File: src/rtl/fft_framer_pkg.sv
// -----------------------------------------------------------------------------
// fft_framer_pkg
// Shared types for the FFT stream framer: the framing FSM state encoding and
// the two-bit frame status codes driven on source_error.
// -----------------------------------------------------------------------------
package fft_framer_pkg;

    // Framing FSM: IDLE waits for data, RUN forwards samples, PAD zero-fills
    // the remainder of an aborted frame.
    typedef enum logic [1:0] {
        IDLE = 2'd0,
        RUN  = 2'd1,
        PAD  = 2'd2
    } state_t;

    localparam logic [1:0] ERR_NONE  = 2'b00;
    localparam logic [1:0] ERR_ABORT = 2'b01;

endpackage

File: src/rtl/fft_stream_framer_if.sv
// -----------------------------------------------------------------------------
// fft_stream_framer_if
// Bundles the upstream sample handshake and the downstream FFT-core source
// stream of the framer.
//   master : environment side (drives in_data/in_valid and source_ready)
//   slave  : framer side (drives in_ready and every source_* beat signal)
// -----------------------------------------------------------------------------
interface fft_stream_framer_if #(
    parameter int DATA_W = 16
);
    logic [DATA_W-1:0] in_data;
    logic              in_valid;
    logic              in_ready;
    logic              source_ready;
    logic              source_valid;
    logic              source_sop;
    logic              source_eop;
    logic [1:0]        source_error;
    logic [DATA_W-1:0] source_real;
    logic [DATA_W-1:0] source_imag;

    modport master (
        output in_data, in_valid, source_ready,
        input  in_ready, source_valid, source_sop, source_eop,
               source_error, source_real, source_imag
    );

    modport slave (
        input  in_data, in_valid, source_ready,
        output in_ready, source_valid, source_sop, source_eop,
               source_error, source_real, source_imag
    );
endinterface

File: src/rtl/fft_framer_fifo.sv
// -----------------------------------------------------------------------------
// fft_framer_fifo
// Synchronous first-word-fall-through buffer between the upstream sample
// source and the framing FSM.
// Ports:
//   clk, reset   rising-edge clock, synchronous active-high reset
//   i_push/i_data  write request and data (ignored when full)
//   i_pop          read request (ignored when empty)
//   o_data         head-of-queue sample, valid whenever o_empty is low
//   o_full/o_empty occupancy flags
//   o_count        current occupancy (0..FIFO_DEPTH)
// -----------------------------------------------------------------------------
module fft_framer_fifo #(
    parameter int DATA_W     = 16,
    parameter int FIFO_DEPTH = 8
) (
    input  logic                          clk,
    input  logic                          reset,
    input  logic                          i_push,
    input  logic [DATA_W-1:0]             i_data,
    input  logic                          i_pop,
    output logic [DATA_W-1:0]             o_data,
    output logic                          o_full,
    output logic                          o_empty,
    output logic [$clog2(FIFO_DEPTH):0]   o_count
);
    localparam int               PTR_W   = $clog2(FIFO_DEPTH);
    localparam logic [PTR_W:0]   PTR_ONE = (PTR_W + 1)'(1);
    localparam logic [PTR_W:0]   DEPTH_C = (PTR_W + 1)'(FIFO_DEPTH);

    logic [DATA_W-1:0] r_mem [FIFO_DEPTH];
    // One extra pointer bit distinguishes full from empty when the
    // address bits coincide.
    logic [PTR_W:0]    r_wr_ptr;
    logic [PTR_W:0]    r_rd_ptr;
    logic              w_push;
    logic              w_pop;

    assign w_push  = i_push && !o_full;
    assign w_pop   = i_pop && !o_empty;
    assign o_count = r_wr_ptr - r_rd_ptr;
    assign o_full  = (o_count == DEPTH_C);
    assign o_empty = (r_wr_ptr == r_rd_ptr);
    assign o_data  = r_mem[r_rd_ptr[PTR_W-1:0]];

    // NOTE: state registers use non-blocking assignments so every flop
    // samples pre-edge values regardless of process ordering.
    always_ff @(posedge clk) begin
        if (reset) begin
            r_wr_ptr <= '0;
            r_rd_ptr <= '0;
        end else begin
            if (w_push) r_wr_ptr <= r_wr_ptr + PTR_ONE;
            if (w_pop)  r_rd_ptr <= r_rd_ptr + PTR_ONE;
        end
    end

    // NOTE: storage is deliberately not reset; the pointers alone define
    // which entries are valid, and leaving the array reset-free lets it map
    // onto plain RAM.
    always_ff @(posedge clk) begin
        if (w_push) r_mem[r_wr_ptr[PTR_W-1:0]] <= i_data;
    end

endmodule

File: src/rtl/fft_stream_framer.sv
// -----------------------------------------------------------------------------
// fft_stream_framer
// Chops a continuous audio sample stream into fixed N = 2**LOG2_PTS point
// frames for a streaming FFT core, marking first/last beats, latching the
// transform direction per frame and zero-padding frames aborted by enable.
// Ports:
//   clk, reset    rising-edge clock, synchronous active-high reset
//   enable        permits frame start; low mid-frame aborts into padding
//   inverse_req   requested direction, sampled at each frame start
//   bus (slave)   upstream in_* handshake and downstream source_* stream
//   inverse       direction latched for the current frame
//   fft_pts       constant frame length N
//   err_count     aborted-frame counter (only with FFT_FRAMER_ERRCNT_EN)
// Optional feature macro: FFT_FRAMER_ERRCNT_EN
// -----------------------------------------------------------------------------
module fft_stream_framer
    import fft_framer_pkg::*;
#(
    parameter int DATA_W     = 16,
    parameter int LOG2_PTS   = 10,
    parameter int FIFO_DEPTH = 8
) (
    input  logic                  clk,
    input  logic                  reset,
    input  logic                  enable,
    input  logic                  inverse_req,
    fft_stream_framer_if.slave    bus,
    output logic                  inverse,
    output logic [LOG2_PTS:0]     fft_pts
`ifdef FFT_FRAMER_ERRCNT_EN
    ,
    output logic [15:0]           err_count
`endif
);
    localparam int                  CNT_W    = $clog2(FIFO_DEPTH) + 1;
    localparam logic [CNT_W-1:0]    CNT_ONE  = CNT_W'(1);
    localparam logic [LOG2_PTS-1:0] IDX_ONE  = LOG2_PTS'(1);
    localparam logic [LOG2_PTS-1:0] LAST_IDX = '1;

    state_t              r_state;
    state_t              w_state_next;
    logic [LOG2_PTS-1:0] r_index;
    logic [LOG2_PTS-1:0] w_index_next;
    logic                r_inverse;
    logic                w_inverse_next;

    logic                w_fifo_push;
    logic                w_fifo_pop;
    logic                w_fifo_full;
    logic                w_fifo_empty;
    logic [CNT_W-1:0]    w_fifo_count;
    logic [DATA_W-1:0]   w_fifo_data;
    logic                w_restart_ok;

    logic                w_src_valid;
    logic                w_src_sop;
    logic                w_src_eop;
    logic [1:0]          w_src_error;
    logic [DATA_W-1:0]   w_src_real;

    fft_framer_fifo #(
        .DATA_W     (DATA_W),
        .FIFO_DEPTH (FIFO_DEPTH)
    ) u_fifo (
        .clk     (clk),
        .reset   (reset),
        .i_push  (w_fifo_push),
        .i_data  (bus.in_data),
        .i_pop   (w_fifo_pop),
        .o_data  (w_fifo_data),
        .o_full  (w_fifo_full),
        .o_empty (w_fifo_empty),
        .o_count (w_fifo_count)
    );

    assign bus.in_ready = !w_fifo_full;
    assign w_fifo_push  = bus.in_valid && !w_fifo_full;

    // After the eop pop the buffer still holds a sample if more than one is
    // queued now, or one is arriving this very cycle; either allows an
    // immediate back-to-back restart.
    assign w_restart_ok = (w_fifo_count > CNT_ONE) || w_fifo_push;

    always_ff @(posedge clk) begin
        if (reset) begin
            r_state   <= IDLE;
            r_index   <= '0;
            r_inverse <= 1'b0;
        end else begin
            r_state   <= w_state_next;
            r_index   <= w_index_next;
            r_inverse <= w_inverse_next;
        end
    end

    always_comb begin
        // NOTE: every output of this block is given a default first, so no
        // path through the case statement can leave a latch behind.
        w_state_next   = r_state;
        w_index_next   = r_index;
        w_inverse_next = r_inverse;
        w_fifo_pop     = 1'b0;
        w_src_valid    = 1'b0;
        w_src_sop      = 1'b0;
        w_src_eop      = 1'b0;
        w_src_error    = ERR_NONE;
        w_src_real     = '0;

        case (r_state)
            IDLE: begin
                if (enable && !w_fifo_empty) begin
                    w_state_next   = RUN;
                    w_index_next   = '0;
                    w_inverse_next = inverse_req;
                end
            end

            RUN: begin
                w_src_valid = !w_fifo_empty;
                w_src_sop   = w_src_valid && (r_index == '0);
                w_src_eop   = w_src_valid && (r_index == LAST_IDX);
                w_src_real  = w_src_valid ? w_fifo_data : '0;
                if (w_src_valid && bus.source_ready) begin
                    w_fifo_pop = 1'b1;
                    if (r_index == LAST_IDX) begin
                        w_index_next = '0;
                        if (enable && w_restart_ok) begin
                            w_inverse_next = inverse_req;
                        end else begin
                            w_state_next = IDLE;
                        end
                    end else begin
                        w_index_next = r_index + IDX_ONE;
                        if (!enable) w_state_next = PAD;
                    end
                end else if (!enable) begin
                    // Nothing sent yet means nothing to pad: drop the frame.
                    w_state_next = (r_index == '0) ? IDLE : PAD;
                end
            end

            PAD: begin
                w_src_valid = 1'b1;
                w_src_eop   = (r_index == LAST_IDX);
                w_src_error = w_src_eop ? ERR_ABORT : ERR_NONE;
                if (bus.source_ready) begin
                    if (r_index == LAST_IDX) begin
                        w_index_next = '0;
                        w_state_next = IDLE;
                    end else begin
                        w_index_next = r_index + IDX_ONE;
                    end
                end
            end

            default: begin
                w_state_next = IDLE;
                w_index_next = '0;
            end
        endcase
    end

    assign bus.source_valid = w_src_valid;
    assign bus.source_sop   = w_src_sop;
    assign bus.source_eop   = w_src_eop;
    assign bus.source_error = w_src_error;
    assign bus.source_real  = w_src_real;
    assign bus.source_imag  = '0;
    assign inverse          = r_inverse;
    assign fft_pts          = {1'b1, {LOG2_PTS{1'b0}}};

`ifdef FFT_FRAMER_ERRCNT_EN
    logic [15:0] r_err_count;
    logic        w_abort_done;

    assign w_abort_done = (r_state == PAD) && bus.source_ready && (r_index == LAST_IDX);

    always_ff @(posedge clk) begin
        if (reset) begin
            r_err_count <= '0;
        end else if (w_abort_done && (r_err_count != 16'hFFFF)) begin
            r_err_count <= r_err_count + 16'd1;
        end
    end

    assign err_count = r_err_count;
`endif

endmodule

File: src/flat_wrapper.sv
// flat-port wrapper written by rule: the top's interface ports become plain ports
module fft_stream_framer_flat import fft_framer_pkg::*;
#(
    parameter int DATA_W     = 16,
    parameter int LOG2_PTS   = 10,
    parameter int FIFO_DEPTH = 8
)
  (clk, reset, enable, inverse_req, inverse, fft_pts, bus_in_data, bus_in_valid, bus_source_ready, bus_in_ready, bus_source_valid, bus_source_sop, bus_source_eop, bus_source_error, bus_source_real, bus_source_imag);
  fft_stream_framer_if #(.DATA_W(DATA_W)) bus_i ();
  input  logic clk;
  input  logic reset;
  input  logic enable;
  input  logic inverse_req;
  output logic inverse;
  output logic [LOG2_PTS:0] fft_pts;
  input wire logic [$bits(bus_i.in_data)-1:0] bus_in_data;
  input wire logic [$bits(bus_i.in_valid)-1:0] bus_in_valid;
  input wire logic [$bits(bus_i.source_ready)-1:0] bus_source_ready;
  output wire logic [$bits(bus_i.in_ready)-1:0] bus_in_ready;
  output wire logic [$bits(bus_i.source_valid)-1:0] bus_source_valid;
  output wire logic [$bits(bus_i.source_sop)-1:0] bus_source_sop;
  output wire logic [$bits(bus_i.source_eop)-1:0] bus_source_eop;
  output wire logic [$bits(bus_i.source_error)-1:0] bus_source_error;
  output wire logic [$bits(bus_i.source_real)-1:0] bus_source_real;
  output wire logic [$bits(bus_i.source_imag)-1:0] bus_source_imag;
  assign bus_i.in_data = bus_in_data;
  assign bus_i.in_valid = bus_in_valid;
  assign bus_i.source_ready = bus_source_ready;
  assign bus_in_ready = bus_i.in_ready;
  assign bus_source_valid = bus_i.source_valid;
  assign bus_source_sop = bus_i.source_sop;
  assign bus_source_eop = bus_i.source_eop;
  assign bus_source_error = bus_i.source_error;
  assign bus_source_real = bus_i.source_real;
  assign bus_source_imag = bus_i.source_imag;
  fft_stream_framer #(.DATA_W(DATA_W), .LOG2_PTS(LOG2_PTS), .FIFO_DEPTH(FIFO_DEPTH)) u_core (.clk(clk), .reset(reset), .enable(enable), .inverse_req(inverse_req), .bus(bus_i), .inverse(inverse), .fft_pts(fft_pts));
endmodule
File: config.mk
export PLATFORM = sky130hd
export DESIGN_NAME = fft_stream_framer_flat
export DESIGN_NICKNAME = d
export VERILOG_FILES = /design/src/rtl/fft_framer_pkg.sv /design/src/rtl/fft_stream_framer_if.sv /design/src/rtl/fft_framer_fifo.sv /design/src/rtl/fft_stream_framer.sv /design/src/flat_wrapper.sv
export SDC_FILE = /design/constraint.sdc
export NUM_CORES = 1
export LEC_CHECK = 0
export BUFFER_PORTS_ARGS = -buffer_cell sky130_fd_sc_hd__buf_4
export CAP_MARGIN = 20
export CORE_ASPECT_RATIO = 2
export CORE_MARGIN = 8
export CORE_UTILIZATION = 50
export CTS_CLUSTER_DIAMETER = 30
export CTS_CLUSTER_SIZE = 30
export DETAILED_ROUTE_END_ITERATION = 12
export PLACE_DENSITY = 0.7
export SYNTH_ARGS = -nofsm -noshare
export SYNTH_HDL_FRONTEND = slang
export SYNTH_HIERARCHICAL = 1
export SYNTH_SLANG_ARGS = --single-unit
File: constraint.sdc
create_clock -name clk -period 9.7 [get_ports clk]
set_clock_uncertainty 0.05 [all_clocks]
set_input_delay 2.91 -clock clk [delete_from_list [all_inputs] [get_ports clk]]
set_output_delay 2.91 -clock clk [all_outputs]
set_load 0.02 [all_outputs]
* After elaboration in Yosys (flattened, before gate mapping)
Memories as Yosys holds them, arrays and structs flattened. A register that Yosys moved wholly into a read port is not among the register bits.
Index checks and enable logic that the tools add are counted.
** Operators by class
- Add/sub/neg operators :: 4
- Multiplexer cells :: 33
- Equal/unequal tests :: 14
- Multipliers :: 0
- Bitwise operators :: 0
- Div/mod/pow operators :: 0
- $lt $le $gt $ge :: 1
- Shift operators :: 0
- Reductions and logical operators :: 17
** Operator list (count)
- $mux W10 :: 4
- $mux W16 :: 2
- $pmux W10 S3 :: 1
- $mux W2 :: 10
- $add A10 B1 Y10 const B :: 1
- $eq A10 B10 Y1 const B :: 1
- $logic_not A10 Y1 :: 1
- $mux W1 :: 10
- $ne A2 B1 Y1 const B :: 5
- $add A4 B1 Y4 const B :: 2
- $logic_and A1 B1 Y1 :: 8
- $mux W3 :: 2
- $ne A3 B2 Y1 const B :: 2
- $pmux W1 S2 :: 3
- $pmux W2 S3 :: 1
- $reduce_and A6 Y1 :: 1
- $reduce_and A5 Y1 :: 1
- $eq A4 B4 Y1 :: 1
- $eq A4 B4 Y1 const B :: 1
- $gt A4 B1 Y1 const B :: 1
- $ne A4 B4 Y1 const B :: 1
- $sub A4 B4 Y4 :: 1
- $reduce_and A3 Y1 :: 1
- $eq A2 B1 Y1 const B :: 1
- other kinds (6) :: 7
** Word-level totals
- Memories kept :: 1
- Memory bits (read-only) :: 0
- Bits in latches :: 0
- Word-level logic and storage cells :: 75
- Bits in registers :: 21
- Bits in writable memories :: 128
- Input port bits :: 22
** Memories
- u_core.u_fifo.r_mem :: words 8, bits a word 16, rd ports 1, clocked after memory_dff 1, wr ports 1, line fft_framer_fifo.sv:31 : logic [DATA_W-1:0] r_mem [FIFO_DEPTH];

* Depth between registers and ports, before layout
- Depth in word-level cells :: 10
- Mapped depth :: 11

* Modules after synthesis
The synthesis kept the hierarchy.
** Modules (own cells, without submodules)
- fft_framer_fifo :: sequential area each 4063.9 µm², cells each 268, area an instance 5470.2 µm², instances 1
- fft_stream_framer :: sequential area each 260.2 µm², cells each 154, area an instance 1179.9 µm², instances 1

* Worst setup path after synthesis
OpenSTA, ideal clock, no wires.
- Kind :: input to register
- From :: input bus_in_valid
- To :: memory u_core.u_fifo.r_mem[0][0], enable pin
- Library setup time :: 409 ps
- Required time :: 9241 ps
- Arrival time :: 4594 ps
- Path buffers :: 0
- Slack :: 4646 ps
- Stages :: 3
- Cells stage by stage :: nor2b_1 o311ai_1 nor3_1
** On the way
- Word-level cells in the longest chain between the ends :: 4
** Ends and longest elaborated chain
- start: declaration :: line flat_wrapper.sv:17 : input wire logic [$bits(bus_i.in_valid)-1:0] bus_in_valid;
- $logic_and A1 B1 Y1 :: line fft_stream_framer.sv:77 : assign w_fifo_push = bus.in_valid && !w_fifo_full;
- $logic_and A1 B1 Y1 :: line fft_framer_fifo.sv:39 : assign w_push = i_push && !o_full;
- $mux W1 :: line fft_framer_fifo.sv:62 : if (w_push) r_mem[r_wr_ptr[PTR_W-1:0]] <= i_data;
- $mux W1 (not written as such) :: line fft_framer_fifo.sv:62
- end: declaration :: line fft_framer_fifo.sv:31
No other way between the ends.

* Final worst setup path
- From :: register u_core.u_fifo.r_wr_ptr[0]
- To :: output bus_in_ready
** On the way
- Word-level cells in the longest chain between the ends :: 3
** Ends and longest elaborated chain
- start: declaration :: line fft_framer_fifo.sv:34 : logic [PTR_W:0] r_wr_ptr;
- start signal: assignment :: line fft_framer_fifo.sv:53 : if (w_push) r_wr_ptr <= r_wr_ptr + PTR_ONE;
- $sub A4 B4 Y4 :: line fft_framer_fifo.sv:41 : assign o_count = r_wr_ptr - r_rd_ptr;
- $eq A4 B4 Y1 :: line fft_framer_fifo.sv:42 : assign o_full = (o_count == DEPTH_C);
- net u_core.w_fifo_full :: line fft_stream_framer.sv:49 : logic w_fifo_full;
- $logic_not A1 Y1 :: line fft_stream_framer.sv:76 : assign bus.in_ready = !w_fifo_full;
- end: declaration :: line flat_wrapper.sv:19 : output wire logic [$bits(bus_i.in_ready)-1:0] bus_in_ready;
The timed path passes the listed nets, and every way through them passes these cells.

==> results.yml <==
worst_setup_path:
  cpLargestDelayFamily: "adder cells"
  crit_type: "register to output pin"
  slowest_delay_ns: 0.53
  critPathArrivalTime_ns: 2.50
  path_max_fanout: 6
  cp.required_ns: 6.74
  cp-end-kind: "output pin"
  crit_top_cell: "inv_1"
  worstPathCellList: "inv_1 > ha_1 > fa_1 > nand2_1 > or2_4 > nor3_1 > inv_1 > buf_4"
  startpoint_type: "register"
  crit_slowest_cell: "fa_1"
  crit_buf_inv: 3
route:
  wl_per_cell_um: 20.1
  viasPerCell: 5.60
  wl_um: 12900
  drtIter0Drc: 183
  vias: 3597
  firstDrtPassIters: 4
  drc: 0
  ant_nets: 0
power_and_ir_drop:
  switchingPower_mw: 0.416
  power.leakage_nw: 2.75
  power.share.switching_pct: 24.4
  sequentialPowerShare_pct: 45.0
  p_comb_share_pct: 15.2
  powerDensity_mw_per_mm2: 222
  p_int_mw: 1.29
  pwr-share-clk_pct: 39.8
  peakVddDrop_uv: 185
floorplanning:
  placeableCoreArea_mm2: 0.0130
  die_y_um: 179
  dieArea_mm2: 0.0175
  start_util_pct: 51.2
  fp-row-count: 59
  pin_count: 72
  die-width_um: 97.5
finish:
  antenna_cells: 0
  fin_nets: 511
  fin_area_mm2: 0.00770
  final_common_cell: "edfxtp_1"
  drive_gt1_share_pct: 28.4
  area_growth_pct: 15.8
  mostFrequentLayoutCells: "edfxtp_1, buf_4, mux4_2"
  n_fill_cell: 990
clocking:
  cts_tree: "built"
  clkLatencyLatePin_ns: 0.41
  post_cts_buffers: 0
  ctsHtreeMaxLevel: 4
  path_clk_slew_ns: 0.06
  cts_buffers: 17
  hold_buffers: 0
  root_buffer: "clkbuf_16"
  post_cts_resized: 0
  clock-sinks: 152
  clk_path_buf_depth: 2
sta:
  finalSetupViolCount: 0
  period_needed_ns: 5.46
  timing.slew.headroom_pct: 35.9
  hold_ws_ns: 0.471
  setup_tns_ns: 0
  rsz0062_at_grt: "no"
  finalHoldViolations: 0
  slew_viol_final: 0
  fin_crit_sh_pct: 56.3
  worst_slew_pin_slew_ns: 0.960
  fmax_mhz: 183
worst_hold_path:
  hp-class: "register to register"
global_routing:
  gr-usage-all-layers_pct: 15.3
  first_global_vias: 3965
  grt.overflow.total: 0
  grt_pass1_wl_um: 20500
  grt_max_degree: 33
  antenna_found_initial: 0
synthesis:
  syn_area_mm2: 0.00665
  synth_area_per_cell_um2: 15.8
  synthCells: 421
  ys_warn_count: 6
placed_design:
  numPortBuffers: 43
  gp_congestion: 0.808
  post_dp_cell_area_mm2: 0.00708
  hpwl_um: 8350
run:
  drv_cap: 0
run_status:
  status: "completed"
==> tightest hold or removal path, stage by stage (launching register included) <==
cell	delay, ns
dfxtp_1	0.34
nand2b_1	0.08
a21oi_1	0.06
==> per-layer routing <==
| layer | GRT usage (%) | part of all wire [%] | up-vias |
|---|---|---|---|
| li1 | - | - | 1667 |
| met1 | 14.3 | 37 | 1802 |
| met2 | 29.5 | 57 | 108 |
| met3 | 4.75 | 4.7 | 20 |
| met4 | 6.36 | 1.9 | 0 |
| met5 | 0 | 0 | - |
==> stage by stage <==
| step | util (%) | total power, mW | setup slack (ns) | cells |
|---|---|---|---|---|
| 3_5_place_dp | 54.5 | 1.04 | 4.69 | 611 |
| 3_3_place_gp | 54.5 | 1.03 | 4.70 | 611 |
| 4_1_cts | 59.3 | 1.72 | 4.23 | 642 |
| 2_1_floorplan | - | 0.962 | 4.65 | 447 |
| 5_1_grt | 59.3 | 1.77 | 4.07 | 642 |
| 6_report | 59.3 | 1.71 | 4.24 | 642 |
==> registers in the layout, summed over array words and instances (netlist names), named ones only <==
| register | count |
|---|---|
| u_core/inverse | 1 |
| u_core/r_index | 10 |
| u_core/r_state | 2 |
| u_core/u_fifo/r_mem | 128 |
| u_core/u_fifo/r_rd_ptr | 4 |
| u_core/u_fifo/r_wr_ptr | 4 |
==> path summary, 6_finish.rpt <==
kind,from,endpoint,slack [ns],cells after the start
worst max register to register,u_core/u_fifo/r_wr_ptr[0],u_core/u_fifo/r_mem[2][7],6.25,10
worst min-delay path,u_core/r_index[0],u_core/r_index[0],0.47,2
worst max-delay path,u_core/u_fifo/r_wr_ptr[0],bus_in_ready,4.24,8
worst min register to register,u_core/r_index[0],u_core/r_index[0],0.47,2
==> power by group through the flow <==
stage	Clock [mW]	Sequential (mW)	Combinational (mW)
after floorplan	0	0.778	0.184
after global placement	0	0.777	0.254
after detailed placement	0	0.781	0.259
after CTS	0.693	0.768	0.261
after global routing	0.714	0.771	0.282
final	0.680	0.768	0.259
==> final cells by class <==
class	instances	area, um2	area share, %
flip-flops and latches	152	4330	56.2
multi-input cells	238	2100	27.3
clock buffers	17	425	5.53
repair buffers	54	405	5.27
clock inverters	14	196	2.55
well taps	152	190	2.47
inverters	15	56.3	0.731
No activity file was read; power rests on OpenSTA's default activity.
